### config.mk
export PLATFORM = sky130hd
export DESIGN_NAME = sram_port_arbiter
export DESIGN_NICKNAME = d
export VERILOG_FILES = /design/src/rtl/risc_spm_pkg.sv /design/src/rtl/sram_arb_stats.sv /design/src/rtl/sram_port_arbiter.sv
export SDC_FILE = /design/constraint.sdc
export NUM_CORES = 1
export LEC_CHECK = 0
export ABC_AREA = 1
export ABC_CLOCK_PERIOD_IN_PS = 5800
export BUFFER_PORTS_ARGS = -buffer_cell sky130_fd_sc_hd__buf_2
export CAP_MARGIN = 30
export CORE_UTILIZATION = 40
export DETAILED_ROUTE_END_ITERATION = 10
export GPL_TIMING_DRIVEN = 0
export PLACE_DENSITY_LB_ADDON = 0.1
export SETUP_SLACK_MARGIN = 0.02
export SLEW_MARGIN = 10
export SYNTH_ARGS = -nofsm -noshare
export SYNTH_HDL_FRONTEND = slang
export SYNTH_SLANG_ARGS = --single-unit
### constraint.sdc
create_clock -name clk -period 5.8 [get_ports clk]
set_clock_uncertainty 0.2 [all_clocks]
set_input_delay 0.87 -clock clk [delete_from_list [all_inputs] [get_ports clk]]
set_output_delay 0.87 -clock clk [all_outputs]
set_load 0.005 [all_outputs]
### src/rtl/risc_spm_pkg.sv
// Shared definitions for the RISC_SPM memory-side blocks.
//  - arb_state_e : ownership FSM states of the SRAM port arbiter
//  - req_id_e    : requester identifiers used for round-robin bookkeeping
//  - STAT_W      : width of the optional statistics counters
//  - sat_inc     : saturating increment helper for the statistics counters
package risc_spm_pkg;

    typedef enum logic [1:0] {
        ST_IDLE = 2'b00,
        ST_CPU  = 2'b01,
        ST_EXT  = 2'b10
    } arb_state_e;

    typedef enum logic {
        REQ_CPU = 1'b0,
        REQ_EXT = 1'b1
    } req_id_e;

    localparam int STAT_W = 16;

    // Increment that sticks at all-ones instead of wrapping.
    function automatic logic [STAT_W-1:0] sat_inc(input logic [STAT_W-1:0] v);
        logic [STAT_W-1:0] r;
        if (v == {STAT_W{1'b1}}) begin
            r = v;
        end else begin
            r = v + {{(STAT_W-1){1'b0}}, 1'b1};
        end
        return r;
    endfunction

endpackage

### src/rtl/sram_arb_stats.sv
// Statistics counter bank for sram_port_arbiter (only instantiated when
// SRAM_ARB_STATS_EN is defined).
// Ports:
//  clk, rst          clock, asynchronous active-low reset
//  stats_clr         synchronous clear, wins over any increment
//  cpu_gnt, ext_gnt  grant strobes from the arbiter
//  conflict          both requesters asserting req this cycle
//  cpu_gnt_cnt, ext_gnt_cnt, conflict_cnt   saturating counters
module sram_arb_stats
    import risc_spm_pkg::*;
(
    input  logic              clk,
    input  logic              rst,
    input  logic              stats_clr,
    input  logic              cpu_gnt,
    input  logic              ext_gnt,
    input  logic              conflict,
    output logic [STAT_W-1:0] cpu_gnt_cnt,
    output logic [STAT_W-1:0] ext_gnt_cnt,
    output logic [STAT_W-1:0] conflict_cnt
);

    logic [STAT_W-1:0] cpu_cnt_r;
    logic [STAT_W-1:0] ext_cnt_r;
    logic [STAT_W-1:0] conf_cnt_r;

    // Counter registers: clear has priority, increments saturate.
    always_ff @(posedge clk or negedge rst) begin
        if (!rst) begin
            cpu_cnt_r  <= {STAT_W{1'b0}};
            ext_cnt_r  <= {STAT_W{1'b0}};
            conf_cnt_r <= {STAT_W{1'b0}};
        end else if (stats_clr) begin
            cpu_cnt_r  <= {STAT_W{1'b0}};
            ext_cnt_r  <= {STAT_W{1'b0}};
            conf_cnt_r <= {STAT_W{1'b0}};
        end else begin
            if (cpu_gnt) begin
                cpu_cnt_r <= sat_inc(cpu_cnt_r);
            end
            if (ext_gnt) begin
                ext_cnt_r <= sat_inc(ext_cnt_r);
            end
            if (conflict) begin
                conf_cnt_r <= sat_inc(conf_cnt_r);
            end
        end
    end

    assign cpu_gnt_cnt  = cpu_cnt_r;
    assign ext_gnt_cnt  = ext_cnt_r;
    assign conflict_cnt = conf_cnt_r;

endmodule

### src/rtl/sram_port_arbiter.sv
// Two-port arbiter in front of the single-port Memory_Unit SRAM.
// The RISC_SPM processor (cpu_*) and an external loader/debug port (ext_*)
// share the SRAM with a same-cycle req/gnt handshake, round-robin on
// contention and an optional lock that keeps ownership for at most MAX_HOLD
// consecutive grants while the other side is waiting.
// Ports:
//  clk, rst                      clock, asynchronous active-low reset
//  {cpu,ext}_req/we/lock         request, write enable, ownership lock
//  {cpu,ext}_addr/wdata          access address and write data
//  {cpu,ext}_gnt                 access issued this cycle (combinational)
//  {cpu,ext}_rvalid/rdata        read return one cycle after a read grant
//  mem_addr/wdata/write          SRAM drive, zero when no grant
//  mem_rdata                     SRAM read data (one cycle after address)
// Configuration macro: SRAM_ARB_STATS_EN adds stats_clr and the
// cpu_gnt_cnt/ext_gnt_cnt/conflict_cnt counters.
module sram_port_arbiter
    import risc_spm_pkg::*;
#(
    parameter int WORD_SIZE = 8,
    parameter int ADDR_SIZE = 8,
    parameter int MAX_HOLD  = 4
) (
    input  logic                 clk,
    input  logic                 rst,
    input  logic                 cpu_req,
    input  logic                 cpu_we,
    input  logic                 cpu_lock,
    input  logic [ADDR_SIZE-1:0] cpu_addr,
    input  logic [WORD_SIZE-1:0] cpu_wdata,
    output logic                 cpu_gnt,
    output logic                 cpu_rvalid,
    output logic [WORD_SIZE-1:0] cpu_rdata,
    input  logic                 ext_req,
    input  logic                 ext_we,
    input  logic                 ext_lock,
    input  logic [ADDR_SIZE-1:0] ext_addr,
    input  logic [WORD_SIZE-1:0] ext_wdata,
    output logic                 ext_gnt,
    output logic                 ext_rvalid,
    output logic [WORD_SIZE-1:0] ext_rdata,
    output logic [ADDR_SIZE-1:0] mem_addr,
    output logic [WORD_SIZE-1:0] mem_wdata,
    output logic                 mem_write,
    input  logic [WORD_SIZE-1:0] mem_rdata
`ifdef SRAM_ARB_STATS_EN
    ,
    input  logic                 stats_clr,
    output logic [STAT_W-1:0]    cpu_gnt_cnt,
    output logic [STAT_W-1:0]    ext_gnt_cnt,
    output logic [STAT_W-1:0]    conflict_cnt
`endif
);

    // Extra headroom bit keeps the counter width >= 2 even for MAX_HOLD=1.
    localparam int HOLD_W = $clog2(MAX_HOLD + 1) + 1;
    localparam logic [HOLD_W-1:0] HOLD_LIM = HOLD_W'(MAX_HOLD - 1);
    localparam logic [HOLD_W-1:0] HOLD_ONE = {{(HOLD_W-1){1'b0}}, 1'b1};

    arb_state_e         state_r;
    arb_state_e         next_s;
    req_id_e            last_r;
    req_id_e            last_nxt_s;
    logic [HOLD_W-1:0]  hold_r;
    logic [HOLD_W-1:0]  hold_nxt_s;
    logic               cpu_win_s;
    logic               ext_win_s;
    logic               cpu_rvalid_r;
    logic               ext_rvalid_r;

    // Winner selection. The owner may keep the port under contention only
    // while locked and below the hold bound; otherwise round-robin decides.
    // Everything is forced idle while reset is asserted.
    always_comb begin
        cpu_win_s = 1'b0;
        ext_win_s = 1'b0;
        if (!rst) begin
            cpu_win_s = 1'b0;
            ext_win_s = 1'b0;
        end else if (cpu_req && ext_req) begin
            if ((state_r == ST_CPU) && cpu_lock && (hold_r < HOLD_LIM)) begin
                cpu_win_s = 1'b1;
            end else if ((state_r == ST_EXT) && ext_lock && (hold_r < HOLD_LIM)) begin
                ext_win_s = 1'b1;
            end else if (last_r == REQ_EXT) begin
                cpu_win_s = 1'b1;
            end else begin
                ext_win_s = 1'b1;
            end
        end else if (cpu_req) begin
            cpu_win_s = 1'b1;
        end else if (ext_req) begin
            ext_win_s = 1'b1;
        end else begin
            cpu_win_s = 1'b0;
            ext_win_s = 1'b0;
        end
    end

    // Next owner, round-robin pointer and hold counter. The hold counter
    // only advances on a locked grant to the side that already owns the
    // port; it saturates at the bound so an uncontended lock cannot wrap.
    always_comb begin
        next_s     = ST_IDLE;
        last_nxt_s = last_r;
        hold_nxt_s = {HOLD_W{1'b0}};
        if (cpu_win_s) begin
            next_s     = ST_CPU;
            last_nxt_s = REQ_CPU;
            if ((state_r == ST_CPU) && cpu_lock) begin
                hold_nxt_s = (hold_r < HOLD_LIM) ? hold_r + HOLD_ONE : hold_r;
            end else begin
                hold_nxt_s = {HOLD_W{1'b0}};
            end
        end else if (ext_win_s) begin
            next_s     = ST_EXT;
            last_nxt_s = REQ_EXT;
            if ((state_r == ST_EXT) && ext_lock) begin
                hold_nxt_s = (hold_r < HOLD_LIM) ? hold_r + HOLD_ONE : hold_r;
            end else begin
                hold_nxt_s = {HOLD_W{1'b0}};
            end
        end else begin
            next_s     = ST_IDLE;
            hold_nxt_s = {HOLD_W{1'b0}};
        end
    end

    // Ownership state, round-robin pointer and hold counter registers.
    always_ff @(posedge clk or negedge rst) begin
        if (!rst) begin
            state_r <= ST_IDLE;
            last_r  <= REQ_EXT;
            hold_r  <= {HOLD_W{1'b0}};
        end else begin
            state_r <= next_s;
            last_r  <= last_nxt_s;
            hold_r  <= hold_nxt_s;
        end
    end

    // SRAM drive: the winner's fields, zero when nobody is granted.
    always_comb begin
        mem_addr  = {ADDR_SIZE{1'b0}};
        mem_wdata = {WORD_SIZE{1'b0}};
        mem_write = 1'b0;
        case ({cpu_win_s, ext_win_s})
            2'b10: begin
                mem_addr  = cpu_addr;
                mem_wdata = cpu_wdata;
                mem_write = cpu_we;
            end
            2'b01: begin
                mem_addr  = ext_addr;
                mem_wdata = ext_wdata;
                mem_write = ext_we;
            end
            default: begin
                mem_addr  = {ADDR_SIZE{1'b0}};
                mem_wdata = {WORD_SIZE{1'b0}};
                mem_write = 1'b0;
            end
        endcase
    end

    // Read-return pipe: a read granted this cycle returns data next cycle.
    always_ff @(posedge clk or negedge rst) begin
        if (!rst) begin
            cpu_rvalid_r <= 1'b0;
            ext_rvalid_r <= 1'b0;
        end else begin
            cpu_rvalid_r <= cpu_win_s & ~cpu_we;
            ext_rvalid_r <= ext_win_s & ~ext_we;
        end
    end

    assign cpu_gnt    = cpu_win_s;
    assign ext_gnt    = ext_win_s;
    assign cpu_rvalid = cpu_rvalid_r;
    assign ext_rvalid = ext_rvalid_r;
    assign cpu_rdata  = cpu_rvalid_r ? mem_rdata : {WORD_SIZE{1'b0}};
    assign ext_rdata  = ext_rvalid_r ? mem_rdata : {WORD_SIZE{1'b0}};

`ifdef SRAM_ARB_STATS_EN
    sram_arb_stats u_stats (
        .clk          (clk),
        .rst          (rst),
        .stats_clr    (stats_clr),
        .cpu_gnt      (cpu_win_s),
        .ext_gnt      (ext_win_s),
        .conflict     (cpu_req & ext_req),
        .cpu_gnt_cnt  (cpu_gnt_cnt),
        .ext_gnt_cnt  (ext_gnt_cnt),
        .conflict_cnt (conflict_cnt)
    );
`endif

endmodule

==> flow_summary.ini, run 1 <==
[global_routing]
overflow = 0
grt_first_pass_wirelength_um = 3910
antenna_found_initial = 0
grt_util_all_layers_pct = 19.4
first_global_vias = 994
grt_start_max_net_pins = 16

[synthesis]
synth-main-ff-cell = sky130_fd_sc_hd__dfrtp_1
postSynth.asyncResetShare_pct = 100
synth_warn = 0
synthDistinctLibCells = 19
synth.avg_cell_area_um2 = 5.86
synth.most_common_cell = sky130_fd_sc_hd__nand2_1
syn_inst = 159
postSynthNetCount = 212
post_synth_main_area_contributors = sky130_fd_sc_hd__nand2_1 (25%), sky130_fd_sc_hd__dfrtp_1 (21%), sky130_fd_sc_hd__inv_1 (10%)
synth_top_area_share_pct = 24.6
ys_seq_area_share_pct = 24.3
synth-seq-cells = 9
netlist_top_cells_count = sky130_fd_sc_hd__nand2_1 (61), sky130_fd_sc_hd__inv_1 (26), sky130_fd_sc_hd__a21oi_1 (17), sky130_fd_sc_hd__nor2_1 (11), sky130_fd_sc_hd__dfrtp_1 (8)
post_synth_instance_area_um2 = 932
synth_top_area_cell = sky130_fd_sc_hd__nand2_1
synth_edf_count = 0

[clock_network]
tritoncts = built
tritoncts.num_buffers = 3
clkTransAtPathRegs_ns = 0.06
cts-root-to-sink-buffers = 2
clock-sinks = 9
cts_hold_buf = 0
cts_max_level = 1
cts-root-buf = sky130_fd_sc_hd__clkbuf_4
cts-resized-gates = 0
worst_skew_pair.late_latency_ns = 0.25
cts_setup_buffers = 0

[power]
powerDensity_nw_per_um2 = 126
post-layout-total-power_uw = 178
vdd_drop_max_uv = 68.9
leakagePower_uw = 0.000971

[setup_path]
cp.arrival_ns = 2.68
worst-endpoint-required_ns = 4.73
kind_of_end_point_of_the_critical_path = output port
highest_fanout_seen_on_the_critical_path = 10
type_of_element_launching_the_critical_path = primary input
critPathKind = in -> out

[placement]
place_hpwl_um = 1870
placed_cell_area_um2 = 1390
io_buffers = 84
gpl.final_weighted_congestion = 0.772

[sta]
rsz_0062_raised_after_global_routing = no
peak_freq_mhz = 267
slew_headroom_pct = 77.6
report.final.slew_viol_count = 0
timing.setup.tns_ns = 0
finalHoldViolations = 0
tightest_slew_ns = 0.336
finalSetupViolCount = 0
final_period_minus_worst_setup_slack_ns = 3.75
timing.final.crit_share_pct = 64.7

[floorplanning]
die_width_um = 50.3
dieArea_um2 = 2530
placement_rows = 17
i_o_pin_count = 85
dieHeight_um = 50.3
placeableCoreArea_um2 = 2210
floorplan.initialDensity_pct = 42.1

[routing]
routed-via-count = 1213
detail_route.vias_per_cell = 4.41
dr.pass1.iters = 4
routedWlPerCell_um = 8.35
remaining_drc_errors = 0
totalWireLength_um = 2300
drt_iter0_markers = 13
ant_nets = 0

[layout]
post_route_cells_drive_above_1_share_pct = 41.7
layout.nets = 301
finalInstanceArea_um2 = 1410
flow.area_growth_from_synthesis_pct = 51.7
antenna_cells_inserted = 0

[run]
maxCapViolations = 0

[run_status]
status = complete, no violations

[worst_hold_path]
hold_path.class = in -> async
-- worst max-delay path, stage by stage --
cell and delay [ns]:
sky130_fd_sc_hd__buf_2 0.09, sky130_fd_sc_hd__nand2_1 0.05, sky130_fd_sc_hd__nor2_1 0.12, sky130_fd_sc_hd__nand2_1 0.08, sky130_fd_sc_hd__nand2_2 0.08, sky130_fd_sc_hd__nand2_4 0.09
sky130_fd_sc_hd__nand2_4 0.11, sky130_fd_sc_hd__nand2_4 0.07, sky130_fd_sc_hd__inv_1 0.10, sky130_fd_sc_hd__ha_1 0.17, sky130_fd_sc_hd__clkbuf_1 0.25, sky130_fd_sc_hd__buf_2 0.27
sky130_fd_sc_hd__nand2_1 0.07, sky130_fd_sc_hd__a21oi_1 0.13, sky130_fd_sc_hd__buf_2 0.13
-- per-layer routing --
| layer | vias to the layer above | routed length, um | track usage [%] |
|---|---|---|---|
| met1 | 506 | 1060 | 25.5 |
| li1 | 652 | - | - |
| met4 | 0 | 19 | 7.14 |
| met5 | - | 0 | 0 |
| met3 | 2 | 192 | 3.03 |
| met2 | 53 | 1020 | 31.6 |
-- cells in the final DEF (no fill, tap or decap) --
cell / instances
sky130_fd_sc_hd__a21oi_1: 17
sky130_fd_sc_hd__a31oi_1: 1
sky130_fd_sc_hd__buf_2: 88
sky130_fd_sc_hd__clkbuf_1: 5
sky130_fd_sc_hd__clkbuf_4: 3
sky130_fd_sc_hd__dfrtp_1: 8
sky130_fd_sc_hd__dfstp_2: 1
sky130_fd_sc_hd__ha_1: 5
sky130_fd_sc_hd__inv_1: 26
sky130_fd_sc_hd__inv_2: 1
sky130_fd_sc_hd__nand2_1: 61
sky130_fd_sc_hd__nand2_2: 3
sky130_fd_sc_hd__nand2_4: 3
sky130_fd_sc_hd__nand3_1: 6
sky130_fd_sc_hd__nand3_4: 1
sky130_fd_sc_hd__nand4_1: 2
sky130_fd_sc_hd__nor2_1: 11
sky130_fd_sc_hd__nor2_2: 3
sky130_fd_sc_hd__o21ai_0: 1
sky130_fd_sc_hd__xor2_1: 1
-- final timing paths --
path	slack, ns	startpoint	endpoint	cells after the start
max in group asynchronous	4.81	rst	last_r	1
worst min register to register	0.31	last_r	last_r	2
worst min-delay path	0.30	rst	hold_r[1]	1
min in group clk	0.31	last_r	last_r	2
worst max-delay path	2.05	ext_lock	mem_addr[6]	15
worst max register to register	3.92	hold_r[0]	last_r	11
-- kinds of logic (layout without fill, tap and decap cells) --
| family | count (synthesis) | in the layout | synth area share, % |
|---|---|---|---|
| simple gates | 90 | 90 | 43.1 |
| buf+inv | 35 | 123 | 14.6 |
| compound gates | 19 | 19 | 10.3 |
| flops | 9 | 9 | 24.3 |
| fa+ha+maj | 5 | 5 | 6.71 |
| xor+xnor | 1 | 1 | 0.940 |
-- report_power, final --
part / switching [uW] / internal (uW)
Sequential: 1.61 / 66.1
Clock: 21.7 / 26.5
Combinational: 34.3 / 28.0
Total: 57.6 / 121
-- area by class of cell --
class                      instances  area [um^2]
fill                             248          798
multi-input combinational        115          569
timing repair buffer              84          420
sequential                         9          226
inverter                          27          101
buffer                             8         35.0
tap                               28         35.0
clock buffer                       4         26.3
-- state kept, by name, indices dropped and copies added, names as in the netlist --
register,count
hold_r,4
ext_rvalid,1
state_r,2
cpu_rvalid,1
last_r,1
-- stage by stage --
stage,utilization (%),hold WS (ns),worst slack [ns],instances
final,63.9,0.302,2.05,275
after global routing,63.9,0.308,1.84,275
after CTS,63.9,0.306,2.04,275
after detailed placement,62.7,0.303,2.06,271
after global placement,62.7,0.293,2.08,271
after floorplan,-,0.288,2.49,159
No activity file was read; power rests on OpenSTA's default activity.
==> run 2, diff against run 1 <==
--- a/config.mk
+++ b/config.mk
@@ -6,10 +6,10 @@
 export NUM_CORES = 1
 export LEC_CHECK = 0
 export ABC_AREA = 1
-export ABC_CLOCK_PERIOD_IN_PS = 5800
+export ABC_CLOCK_PERIOD_IN_PS = 3850
 export BUFFER_PORTS_ARGS = -buffer_cell sky130_fd_sc_hd__buf_2
 export CAP_MARGIN = 30
-export CORE_UTILIZATION = 40
+export CORE_UTILIZATION = 37
 export DETAILED_ROUTE_END_ITERATION = 10
 export GPL_TIMING_DRIVEN = 0
 export PLACE_DENSITY_LB_ADDON = 0.1
==> constraint.sdc (replaced) <==
create_clock -name clk -period 3.85 [get_ports clk]
set_clock_uncertainty 0.2 [all_clocks]
set_input_delay 0.5775 -clock clk [delete_from_list [all_inputs] [get_ports clk]]
set_output_delay 0.5775 -clock clk [all_outputs]
set_load 0.005 [all_outputs]
==> run 2 against run 1 <==
Compared with the run above: total power is 51% higher; register-to-register slack worse by 2.0 ns; design area stayed put; count of clock-buffer cells in the layout unchanged; die area increased by 7.8%; cell count is the same; worst setup slack lost 1.5 ns; global-route usage increased by 0.33 points.
==> flow_summary.ini, run 2 (synthesis gave the netlist of run 1 again) <==
[worst_hold_path]
hold_path.class = in -> async

[setup_path]
type_of_element_launching_the_critical_path = register
worst-endpoint-required_ns = 3.07
highest_fanout_seen_on_the_critical_path = 10
cp.arrival_ns = 2.54
critPathKind = reg -> out
kind_of_end_point_of_the_critical_path = output port

[power]
p_seq_share_pct = 37.8
post-layout-total-power_uw = 270
switching_share_pct = 32.7
share_comb_of_total_power_pct = 35.0
powerDensity_nw_per_um2 = 191
vdd_drop_max_uv = 134
leakagePower_uw = 0.000971
switchingPower_uw = 88.2
share_clk_of_total_power_pct = 27.2
internal_power_uw = 182

[routing]
ant_nets = 0
drt_iter0_markers = 13
routedWlPerCell_um = 9.08
dr.pass1.iters = 4
routed-via-count = 1208
totalWireLength_um = 2500
detail_route.vias_per_cell = 4.39
remaining_drc_errors = 0

[clock_network]
tritoncts.num_buffers = 3
cts_setup_buffers = 0
cts-root-to-sink-buffers = 2
tritoncts = built
worst_skew_pair.late_latency_ns = 0.26
clock-sinks = 9
cts_hold_buf = 0
cts_max_level = 1
cts-root-buf = sky130_fd_sc_hd__clkbuf_4
cts-resized-gates = 0
clkTransAtPathRegs_ns = 0.06

[run_status]
status = complete, no violations

[placement]
io_buffers = 84
place.detailed.instances = 271
gpl.final_weighted_congestion = 0.731
place_hpwl_um = 2020
detailedPlace.worstSlack_ns = 0.664
placed_cell_area_um2 = 1390

[global_routing]
met1_capacity_usage_during_global_routing_pct = 25.5
grt_util_met2_pct = 32.7
overflow = 0
antenna_found_initial = 0
groute.layer.met3.usage_pct = 3.77
grt_first_pass_wirelength_um = 4130
grt_util_all_layers_pct = 19.7
grt_busiest_layer = met2
first_global_vias = 1033
grt_start_max_net_pins = 16

[layout]
layout_top_registers = hold_r (4), state_r (2)
layout.nets = 301
finalInstanceArea_um2 = 1410
post_route_cells_drive_above_1_share_pct = 41.7
fin_cells = 275
fillerInstances = 252
largest_reg_flops = 4
registers.top_by_ff_count = hold_r
flow.area_growth_from_synthesis_pct = 51.7
layout.cells.most_common_list = sky130_fd_sc_hd__buf_2 (88), sky130_fd_sc_hd__nand2_1 (61), sky130_fd_sc_hd__inv_1 (26), sky130_fd_sc_hd__a21oi_1 (17), sky130_fd_sc_hd__nor2_1 (11)
antenna_cells_inserted = 0
area_of_all_sequential_standard_cells_um2 = 226
layout_commonest_cell = sky130_fd_sc_hd__buf_2
multi_input_comb_area_um2 = 569

[floorplanning]
i_o_pin_count = 85
die_width_um = 52.2
floorplan.initialDensity_pct = 40.6
dieArea_um2 = 2720
placeableCoreArea_um2 = 2300
placement_rows = 17
dieHeight_um = 52.2

[sta]
finalHoldViolations = 0
timing.setup.tns_ns = 0
slew_headroom_pct = 77.6
rsz_0062_raised_after_global_routing = no
report.final.slew_viol_count = 0
tightest_slew_ns = 0.336
final_period_minus_worst_setup_slack_ns = 3.32
timing.final.crit_share_pct = 86.2
timing.final.ws_setup_ns = 0.533
finalSetupViolCount = 0
peak_freq_mhz = 301

[run]
maxCapViolations = 0
==> run 2: cell counts in the layout (fill, tap and decap cells not counted) <==
Identical to the previous run, type by type.
==> run 2: cell type report <==
| class | count | area share, % |
|---|---|---|
| plain buffers | 8 | 2.48 |
| inverters | 27 | 7.17 |
| clock buffers | 4 | 1.86 |
| multi-input cells | 115 | 40.3 |
| flip-flops and latches | 9 | 16.0 |
| repair buffers | 84 | 29.7 |
| well taps | 28 | 2.48 |
==> run 2: path summary, 6_finish.rpt <==
kind / start / to / slack [ns] / cells after the start
max reg2reg: hold_r[0] / last_r / 1.96 / 11
max: hold_r[0] / mem_addr[7] / 0.53 / 14
max in group asynchronous: rst / last_r / 3.15 / 1
min: rst / hold_r[1] / 0.008 / 1
min in group clk: ext_we / ext_rvalid / 0.28 / 2
min reg2reg: last_r / last_r / 0.31 / 2
==> run 2: power by group through the flow <==
stage	Combinational, uW	Sequential (uW)	Clock, uW
floorplan	46.8	104	0
global placement	94.9	104	0
detailed placement	95.0	104	0
CTS	95.5	102	77.9
global route	108	102	84.7
finish	94.4	102	73.5
==> run 2: stage by stage <==
stage / hold slack (ns) / utilization [%]
2_1_floorplan: 0.0819 / -
3_3_place_gp: 0.292 / 60.4
3_5_place_dp: 0.292 / 60.4
4_1_cts: 0.00690 / 61.5
5_1_grt: 0.0131 / 61.5
6_report: 0.00798 / 61.5
==> run 2: critical path, stage by stage, from the launching register on <==
cell and delay [ns]:
sky130_fd_sc_hd__dfrtp_1 0.40, sky130_fd_sc_hd__ha_1 0.22, sky130_fd_sc_hd__nor2_1 0.10, sky130_fd_sc_hd__nand2_1 0.08, sky130_fd_sc_hd__nand2_2 0.08, sky130_fd_sc_hd__nand2_4 0.09
sky130_fd_sc_hd__nand2_4 0.10, sky130_fd_sc_hd__nand2_4 0.07, sky130_fd_sc_hd__inv_1 0.11, sky130_fd_sc_hd__ha_1 0.16, sky130_fd_sc_hd__clkbuf_1 0.25, sky130_fd_sc_hd__buf_2 0.27
sky130_fd_sc_hd__nand2_1 0.08, sky130_fd_sc_hd__a21oi_1 0.13, sky130_fd_sc_hd__buf_2 0.13
==> run 2: layer usage <==
| metal | routed length (um) | vias up |
|---|---|---|
| met5 | 0 | - |
| li1 | - | 652 |
| met1 | 1120 | 489 |
| met4 | 43 | 0 |
| met3 | 233 | 5 |
| met2 | 1100 | 62 |
==> run 3, diff against run 2 <==
--- a/config.mk
+++ b/config.mk
@@ -6,7 +6,7 @@
 export NUM_CORES = 1
 export LEC_CHECK = 0
 export ABC_AREA = 1
-export ABC_CLOCK_PERIOD_IN_PS = 3850
+export ABC_CLOCK_PERIOD_IN_PS = 3080
 export BUFFER_PORTS_ARGS = -buffer_cell sky130_fd_sc_hd__buf_2
 export CAP_MARGIN = 30
 export CORE_UTILIZATION = 37
==> constraint.sdc (replaced) <==
create_clock -name clk -period 3.08 [get_ports clk]
set_clock_uncertainty 0.2 [all_clocks]
set_input_delay 0.462 -clock clk [delete_from_list [all_inputs] [get_ports clk]]
set_output_delay 0.462 -clock clk [all_outputs]
set_load 0.005 [all_outputs]
==> run 3 against run 2 <==
Compared with the run above: register-to-register slack worse by 0.73 ns; routed wire length up 5.5%; hold slack better by 0.030 ns; global-route usage up 0.30 points; die area unchanged; worst setup slack worse by 0.33 ns; critical path type unchanged; via count up 3.4%; utilization up 4.0 points; flip-flop and latch count unchanged.
==> flow_summary.ini, run 3 (synthesis gave the netlist of run 1 again) <==
[run_status]
status = complete, no violations

[floorplanning]
i_o_pin_count = 85
dieArea_um2 = 2720
placement_rows = 17
floorplan.initialDensity_pct = 40.6
dieHeight_um = 52.2
die_width_um = 52.2
placeableCoreArea_um2 = 2300

[layout]
layout.nets = 307
post_route_cells_drive_above_1_share_pct = 45.8
flow.area_growth_from_synthesis_pct = 61.6
layout_top_registers = hold_r (4), state_r (2)
antenna_cells_inserted = 0
fillerInstances = 243
largest_reg_flops = 4
layout_commonest_cell = sky130_fd_sc_hd__buf_2
layout.cells.most_common_list = sky130_fd_sc_hd__buf_2 (84), sky130_fd_sc_hd__nand2_1 (61), sky130_fd_sc_hd__inv_1 (24), sky130_fd_sc_hd__a21oi_1 (17), sky130_fd_sc_hd__nor2_1 (10)
registers.top_by_ff_count = hold_r

[power]
p_seq_share_pct = 36.3
powerDensity_nw_per_um2 = 233
vdd_drop_max_uv = 162
internal_power_uw = 238
leakagePower_uw = 0.00100
switchingPower_uw = 114
share_comb_of_total_power_pct = 37.3
share_clk_of_total_power_pct = 26.3
switching_share_pct = 32.3

[clock_network]
cts-root-to-sink-buffers = 2
clock-sinks = 9
cts-root-buf = sky130_fd_sc_hd__clkbuf_4
tritoncts.num_buffers = 3
tritoncts = built
clkTransAtPathRegs_ns = 0.06
cts_max_level = 1
worst_skew_pair.late_latency_ns = 0.26

[routing]
totalWireLength_um = 2640
detail_route.vias_per_cell = 4.44
ant_nets = 0
routed-via-count = 1249
routedWlPerCell_um = 9.38
drt_iter0_markers = 18
remaining_drc_errors = 0
dr.pass1.iters = 4

[sta]
timing.final.crit_share_pct = 93.5
peak_freq_mhz = 347
finalHoldViolations = 0
timing.final.ws_setup_ns = 0.201
slew_headroom_pct = 74.7
whs_ns = 0.0378
final_period_minus_worst_setup_slack_ns = 2.88
tightest_slew_ns = 0.378
report.final.slew_viol_count = 0
finalSetupViolCount = 0

[global_routing]
antenna_found_initial = 0
overflow = 0
grt_first_pass_wirelength_um = 4170
grt_util_all_layers_pct = 20.0
first_global_vias = 1051
grt_start_max_net_pins = 18

[setup_path]
kind_of_end_point_of_the_critical_path = output port
type_of_element_launching_the_critical_path = register
cp.arrival_ns = 2.22
worst-endpoint-required_ns = 2.42
critPathKind = reg -> out
highest_fanout_seen_on_the_critical_path = 10

[placement]
detailedPlace.worstSlack_ns = 0.125
place_hpwl_um = 2020
io_buffers = 84
gpl.final_weighted_congestion = 0.731

[worst_hold_path]
hold_path.class = in -> async

[run]
maxCapViolations = 0
[run 3: area by class of cell]
class                   instances  area, um^2  area share (%)
multi-input cells             115         589            39.1
repair buffers                 92         483            32.1
flip-flops and latches          9         226            15.0
inverters                      27         101            6.73
plain buffers                   6        45.0            2.99
well taps                      28        35.0            2.33
clock buffers                   4        26.3            1.74
[run 3: through the flow]
step / power, uW / util (%) / TNS [ns] / cells / area [um^2]
detailed placement: 248 / 60.4 / 0 / 271 / 1390
global placement: 248 / 60.4 / 0 / 271 / 1390
floorplan: 188 / - / 0 / 159 / 932
global route: 383 / 65.6 / -0.000182 / 281 / 1510
finish: 351 / 65.6 / 0 / 281 / 1510
CTS: 347 / 62.3 / 0 / 275 / 1430
[run 3: final timing paths]
check	cells past startpoint	startpoint	endpoint	slack [ns]
max reg2reg	11	hold_r[1]	last_r	1.23
min reg2reg	2	last_r	last_r	0.31
max	15	hold_r[0]	mem_addr[7]	0.20
min in group clk	2	cpu_we	cpu_rvalid	0.16
min	1	rst	last_r	0.04
max in group asynchronous	2	rst	ext_rvalid	1.83
[run 3: worst max-delay path, stage by stage (launching register included)]
cell                      delay (ns)
sky130_fd_sc_hd__dfrtp_1        0.37
sky130_fd_sc_hd__ha_2           0.20
sky130_fd_sc_hd__nor2_2         0.05
sky130_fd_sc_hd__nand2_2        0.09
sky130_fd_sc_hd__nor2_2         0.04
sky130_fd_sc_hd__nor2_2         0.14
sky130_fd_sc_hd__nand2_4        0.10
sky130_fd_sc_hd__nand2_4        0.09
sky130_fd_sc_hd__nand2_4        0.07
sky130_fd_sc_hd__inv_2          0.08
sky130_fd_sc_hd__ha_2           0.18
sky130_fd_sc_hd__buf_6          0.12
sky130_fd_sc_hd__buf_6          0.13
sky130_fd_sc_hd__nand2_1        0.06
sky130_fd_sc_hd__a21oi_1        0.13
sky130_fd_sc_hd__buf_2          0.13
[run 3: repair_timing]
action | CTS | global route
gates resized for setup | 4 | 12
setup endpoints to repair | 11 | 17
buffers inserted | 1 | 6
hold endpoints to repair | 8 | 0
pin swaps | 1 | 6
hold buffers | 1 | 0
[run 3: power by group through the flow]
| stage | registers [uW] | logic (uW) | clock network [uW] |
|---|---|---|---|
| detailed placement | 130 | 119 | 0 |
| floorplan | 129 | 58.5 | 0 |
| global placement | 130 | 119 | 0 |
| finish | 128 | 131 | 92.5 |
| global route | 128 | 148 | 106 |
| CTS | 127 | 122 | 97.4 |
[run 3: routing by layer]
layer  part of all wire, %  vias up  track usage [%]
met4                   1.5        0             7.89
met1                    46      518             26.0
met5                     0        -                0
met3                   7.6        5             3.77
met2                    45       59             32.5
li1                      -      667                -
